## src/rtl/pipeline_hazard_ctrl_pkg.sv

```systemverilog
// Shared definitions for the ID-stage hazard controller.
// Contents: FSM state encoding, register-zero constant, default mult/div latency.
package pipeline_hazard_ctrl_pkg;

  typedef enum logic [1:0] {
    StRun      = 2'd0,
    StLdStall  = 2'd1,
    StMdWait   = 2'd2,
    StExcEntry = 2'd3
  } state_e;

  localparam logic [4:0]  RegZero          = 5'd0;
  localparam int unsigned MuldivLatDefault = 4;

endpackage

```

## src/rtl/pipeline_hazard_ctrl_busy_cnt.sv

```systemverilog
// muldiv_busy_cnt: tracks how long the mult/div unit stays occupied.
// Ports:
//   clk_i    - clock, rising edge
//   rst_ni   - asynchronous active-low reset
//   start_i  - a mult/div is launched this cycle (reloads the counter)
//   busy_o   - unit occupied
//   done_o   - last busy cycle: busy_o drops after this edge unless reloaded
module muldiv_busy_cnt
  import pipeline_hazard_ctrl_pkg::*;
#(
  parameter int unsigned MULDIV_LAT = MuldivLatDefault,
  parameter int unsigned CNT_W      = 4
) (
  input  logic clk_i,
  input  logic rst_ni,
  input  logic start_i,
  output logic busy_o,
  output logic done_o
);

  localparam logic [CNT_W-1:0] LoadVal = CNT_W'(MULDIV_LAT - 1);

  logic [CNT_W-1:0] cnt_q, cnt_d;
  logic             busy_q, busy_d;

  always_comb begin
    cnt_d  = cnt_q;
    busy_d = busy_q;
    if (start_i) begin
      cnt_d  = LoadVal;
      busy_d = 1'b1;
    end else if (busy_q) begin
      // Busy stays up for the cycle in which the counter reads zero.
      if (cnt_q == '0) begin
        busy_d = 1'b0;
      end else begin
        cnt_d = cnt_q - CNT_W'(1);
      end
    end
  end

  always_ff @(posedge clk_i or negedge rst_ni) begin
    if (!rst_ni) begin
      cnt_q  <= '0;
      busy_q <= 1'b0;
    end else begin
      cnt_q  <= cnt_d;
      busy_q <= busy_d;
    end
  end

  assign busy_o = busy_q;
  assign done_o = busy_q && (cnt_q == '0) && !start_i;

endmodule

```

## src/rtl/pipeline_hazard_ctrl.sv

```systemverilog
// pipeline_hazard_ctrl: ID-stage sequencer for PC, IF/ID and ID/EX.
// Handles load-use stalls, mult/div occupancy stalls, branch/jump flushes and
// exception/interrupt entry.
// Ports:
//   clk, reset (async, active-low)
//   ID_rs, ID_rt, ID_uses_rt, ID_is_muldiv   - ID instruction info
//   EX_MemRead, EX_rt                         - load in EX
//   muldiv_start                              - EX launches mult/div
//   jump_ID, branch_taken_EX, irq, exc        - control-flow events
//   irq_ack, PC_write, IF_ID_write, IF_ID_flush, IF_ID_pre_flush,
//   ID_EX_flush, pc_sel_exc, muldiv_busy      - pipeline controls
module pipeline_hazard_ctrl
  import pipeline_hazard_ctrl_pkg::*;
#(
  parameter int unsigned MULDIV_LAT = MuldivLatDefault,
  parameter int unsigned CNT_W      = 4
) (
  input  logic       clk,
  input  logic       reset,
  input  logic [4:0] ID_rs,
  input  logic [4:0] ID_rt,
  input  logic       ID_uses_rt,
  input  logic       ID_is_muldiv,
  input  logic       EX_MemRead,
  input  logic [4:0] EX_rt,
  input  logic       muldiv_start,
  input  logic       jump_ID,
  input  logic       branch_taken_EX,
  input  logic       irq,
  input  logic       exc,
  output logic       irq_ack,
  output logic       PC_write,
  output logic       IF_ID_write,
  output logic       IF_ID_flush,
  output logic       IF_ID_pre_flush,
  output logic       ID_EX_flush,
  output logic       pc_sel_exc,
  output logic       muldiv_busy
);

  state_e state_q, state_d;
  logic   irq_ack_q, irq_ack_d;
  logic   irq_seen_q, irq_seen_d;
  logic   pre_q;
  logic   wr_prev_q;
  logic   muldiv_done;
  logic   load_use, md_stall, irq_ok;

  muldiv_busy_cnt #(
    .MULDIV_LAT(MULDIV_LAT),
    .CNT_W     (CNT_W)
  ) u_busy_cnt (
    .clk_i  (clk),
    .rst_ni (reset),
    .start_i(muldiv_start),
    .busy_o (muldiv_busy),
    .done_o (muldiv_done)
  );

  assign load_use = EX_MemRead && (EX_rt != RegZero) &&
                    ((EX_rt == ID_rs) || (ID_uses_rt && (EX_rt == ID_rt)));
  // Once in MD_WAIT the held instruction is known to be mult/div-class.
  assign md_stall = muldiv_busy && (ID_is_muldiv || (state_q == StMdWait));
  // One acceptance per irq level; interrupts wait for a clean RUN cycle.
  assign irq_ok   = irq && !irq_seen_q && (state_q == StRun);

  always_comb begin
    state_d         = StRun;
    irq_ack_d       = 1'b0;
    PC_write        = 1'b1;
    IF_ID_write     = 1'b1;
    IF_ID_flush     = 1'b0;
    IF_ID_pre_flush = 1'b0;
    ID_EX_flush     = 1'b0;
    pc_sel_exc      = 1'b0;
    if (state_q == StExcEntry) begin
      pc_sel_exc      = 1'b1;
      IF_ID_flush     = 1'b1;
      ID_EX_flush     = 1'b1;
      IF_ID_pre_flush = pre_q;
    end else if (exc) begin
      state_d = StExcEntry;
    end else if (branch_taken_EX) begin
      IF_ID_flush = 1'b1;
      ID_EX_flush = 1'b1;
    end else if (irq_ok) begin
      state_d   = StExcEntry;
      irq_ack_d = 1'b1;
    end else if (jump_ID) begin
      IF_ID_flush = 1'b1;
    end else if (md_stall) begin
      PC_write    = 1'b0;
      IF_ID_write = 1'b0;
      ID_EX_flush = 1'b1;
      // Leave on the last busy cycle so the first free cycle is already RUN.
      state_d     = muldiv_done ? StRun : StMdWait;
    end else if (load_use && (state_q == StRun)) begin
      PC_write    = 1'b0;
      IF_ID_write = 1'b0;
      ID_EX_flush = 1'b1;
      state_d     = StLdStall;
    end
  end

  always_comb begin
    irq_seen_d = irq_seen_q;
    if (irq_ack_d) begin
      irq_seen_d = 1'b1;
    end else if ((state_q == StRun) && !irq) begin
      irq_seen_d = 1'b0;
    end
  end

  always_ff @(posedge clk or negedge reset) begin
    if (!reset) begin
      state_q    <= StRun;
      irq_ack_q  <= 1'b0;
      irq_seen_q <= 1'b0;
      pre_q      <= 1'b0;
      wr_prev_q  <= 1'b1;
    end else begin
      state_q    <= state_d;
      irq_ack_q  <= irq_ack_d;
      irq_seen_q <= irq_seen_d;
      // Return PC must back up one more slot if ID was being held.
      pre_q      <= (state_q == StLdStall) || (state_q == StMdWait) || !wr_prev_q;
      wr_prev_q  <= IF_ID_write;
    end
  end

  assign irq_ack = irq_ack_q;

endmodule

```

## config.mk

```make
export PLATFORM = sky130hd
export DESIGN_NAME = pipeline_hazard_ctrl
export DESIGN_NICKNAME = d
export VERILOG_FILES = /design/src/rtl/pipeline_hazard_ctrl_pkg.sv /design/src/rtl/pipeline_hazard_ctrl_busy_cnt.sv /design/src/rtl/pipeline_hazard_ctrl.sv
export SDC_FILE = /design/constraint.sdc
export NUM_CORES = 1
export LEC_CHECK = 0
export CORE_MARGIN = 8
export CORE_UTILIZATION = 40
export CTS_CLUSTER_DIAMETER = 100
export DETAILED_ROUTE_END_ITERATION = 7
export HOLD_SLACK_MARGIN = 0.15
export PLACE_DENSITY = 0.79
export REMOVE_ABC_BUFFERS = 1
export SETUP_SLACK_MARGIN = 0.15
export SYNTH_ARGS = -nofsm -noshare
export SYNTH_HDL_FRONTEND = slang
export SYNTH_SLANG_ARGS = --single-unit
```

## constraint.sdc

```tcl
create_clock -name clk -period 3.2 [get_ports clk]
set_input_delay 0.8 -clock clk [delete_from_list [all_inputs] [get_ports clk]]
set_output_delay 0.8 -clock clk [all_outputs]
set_load 0.02 [all_outputs]
```

==> results of run 1 <==
[metal layers]
layer	GRT usage, %	up-vias	share of wire (%)
li1	-	341	-
met1	13.04	314	42
met2	19.59	19	51
met3	4.636	0	6.6
met4	3.147	0	0
met5	0	-	0
[power breakdown]
part | total, µW | internal [µW] | switching (µW)
sequential | 206 | 181 | 25.0
clock | 91.5 | 48.1 | 43.3
combinational | 278 | 141 | 137
total | 575 | 369 | 205
[path summary, 6_finish.rpt]
path                             from     endpoint  slack [ns]  cells past startpoint
max                          ID_rs[3]  IF_ID_write        0.22                      7
min                         wr_prev_q        pre_q        0.44                      1
max reg2reg                state_q[1]    wr_prev_q        1.48                      4
min reg2reg                 wr_prev_q        pre_q        0.44                      1
max in group asynchronous       reset    wr_prev_q        1.98                      1
min in group asynchronous       reset   irq_seen_q        0.87                      1
[synth_stat cells (all sizes together)]
cell / number / area (µm²)
or2: 1 / 6.260
a211o: 1 / 8.760
inv: 7 / 26.28
ha: 4 / 50.05
o22ai: 1 / 12.51
buf: 1 / 7.510
or4: 2 / 15.01
o311a: 1 / 10.01
and2: 1 / 6.260
nor2: 8 / 30.03
dfstp: 1 / 26.28
dfrtp: 10 / 250.2
nand2: 6 / 25.03
xor2: 2 / 17.52
or3: 2 / 12.51
nand2b: 3 / 18.77
or3b: 1 / 8.760
nand3: 2 / 10.01
xnor2: 11 / 96.34
nand4b: 1 / 8.760
a21oi: 2 / 10.01
o41ai: 1 / 8.760
a21boi: 1 / 11.26
o21ai: 4 / 20.02
a21o: 1 / 7.510
nand4: 1 / 6.260
[layout make-up]
cell class | instances | area, µm² | share of cell area, %
multi-input combinational | 57 | 416.7 | 36.39
clock buffer | 4 | 26.28 | 2.295
timing repair buffer | 41 | 367.9 | 32.13
inverter | 7 | 26.28 | 2.295
tap | 25 | 31.28 | 2.732
sequential | 11 | 276.5 | 24.15
[worst max-delay path, delay by kind of cell]
kind / cells / cell delay, ns
AO/OA/AOI/OAI: 2 / 0.29
XOR/XNOR: 1 / 0.16
buffers and inverters: 2 / 0.39
AND/OR/NAND/NOR: 2 / 0.54
[kinds of logic after synthesis]
kind of cell             Yosys count  share of synthesized area (%)
AO/OA/AOI/OAI                     12                          12.50
XOR/XNOR                          13                          16.02
adder cells (fa/ha/maj)            4                          7.043
buffers and inverters              8                          4.755
flip-flops                        11                          38.91
AND/OR/NAND/NOR                   28                          20.78
[stage by stage]
stage / setup TNS, ns / setup WS (ns) / instance area (µm²) / std cells
floorplan: 0 / 0.3842 / 703.2 / 75
global placement: -1.345 / -0.4701 / 1115 / 140
detailed placement: -1.483 / -0.5056 / 1115 / 140
CTS: 0 / 0.1279 / 1139 / 145
global route: 0 / 0.1503 / 1145 / 145
finish: 0 / 0.2228 / 1145 / 145
[timing repair]
item	CTS	global route
setup endpoints to repair	4	3
gates resized for setup	38	8
pin swaps	16	5
buffers inserted	1	0
[registers in the layout (all words and copies together), names as in the netlist]
register / cells
state_q: 2
pre_q: 1
u_busy_cnt.cnt_q: 4
wr_prev_q: 1
irq_seen_q: 1
u_busy_cnt.busy_o: 1
irq_ack: 1
==> results.txt, run 1 <==
outcome = complete, no violations
total grt overflow = 0
Total GRT Usage = 11.56%
final hold vios = 0
Worst Hold Slack = 0.4418 ns
Yosys cell types = 27
total power = 574.9 µW
sequential share of the synthesized area = 38.91%
Core ar. = 1708 µm²
Finish-stage setup viols = 0
Clock Pin Slew Worst Setup and Hold Paths = 0.07 ns
Fill cells = 142
crit share post-route = 93.04%
Crit path required time = 2.40 ns
Post-CTS Hold Buffers = 0
VDD IR max = 0.0003408 V
final count of pins violating max slew = 0
CP max FO = 3
Period minus WS final = 2.977 ns
CTS buffer count = 3
CP max stage delay = 0.45 ns
startpoint types = input pin
I/O Pins = 33
wire per inst = 12.81 µm
Post-Route WL = 1858 µm
final design utilization = 67.03%
Clock Sinks = 11
CP Capture Type = output port
Layout area overhead = 61.09%
Synthesis Warnings = 0
most frequent cells in the layout = clkdlybuf4s50_1, xnor2_1, dlygate4sd2_1, dfrtp_1, buf_4
share of post-route cells with drive strength above 1 = 20.83%
Vias = 674
HP Class = reg2reg
max_slew headroom = 67.50%
Die H = 58.15 µm
TritonCTS clock tree = built
critical-path cell list = dlygate4sd2_1, xnor2_1, nand2_1, o22ai_2, a21boi_2, or4_4, buf_6
largest net degree at the start of global routing = 12
residual DRC count = 0
Worst Path Arrival = 2.18 ns
Slowest-stage cell, CP = or4_4
initial DRC count = 5
first-pass GRT wire length = 3125 µm
most common cell after layout, fill and taps aside = clkdlybuf4s50_1
Power Dens Cells = 502.2 nW/µm²
worst slew pin tran = 0.4860 ns
Mapped Area = 710.7 µm²
total number of H-tree levels = 1
Root Driver = clkbuf_4
unrepaired setup endpoints after global routing = no
clk_skew = 0.001169 ns
leakage power = 0.0005465 µW
Placer Congestion = 0.8097
initial antenna violation count = 0
hpwl dp = 1562 µm
DRT Pass-1 Iters = 2
fmax = 335.9 MHz
DR vias/cell = 4.648
Max Cap Viol = 0
Starting Density = 41.61%
post-detailed-route count of antenna-violating nets = 0
Mapped Cells = 76
Max Root-Sink Buffers = 2
die area = 3381 µm²
IO Port Bufs = 32
# rows = 15
syn_area_per_cell = 9.351 µm²
n_diodes = 0
Die W = 58.15 µm
NumNets Final = 150
critical path class = in2out
vias in the first global route = 688
post-synthesis register bit count = 11
insertion delay to the later sink of the worst-skew pair = 0.26 ns
No activity file was read; power rests on OpenSTA's default activity.
==> inputs of run 2 (changes only) <==
--- a/config.mk
+++ b/config.mk
@@ -5,6 +5,7 @@
 export SDC_FILE = /design/constraint.sdc
 export NUM_CORES = 1
 export LEC_CHECK = 0
+export CAP_MARGIN = 20
 export CORE_MARGIN = 8
 export CORE_UTILIZATION = 40
 export CTS_CLUSTER_DIAMETER = 100
==> results of run 2 <==
The final DEF is identical to that of run 1; final timing and power are the same.
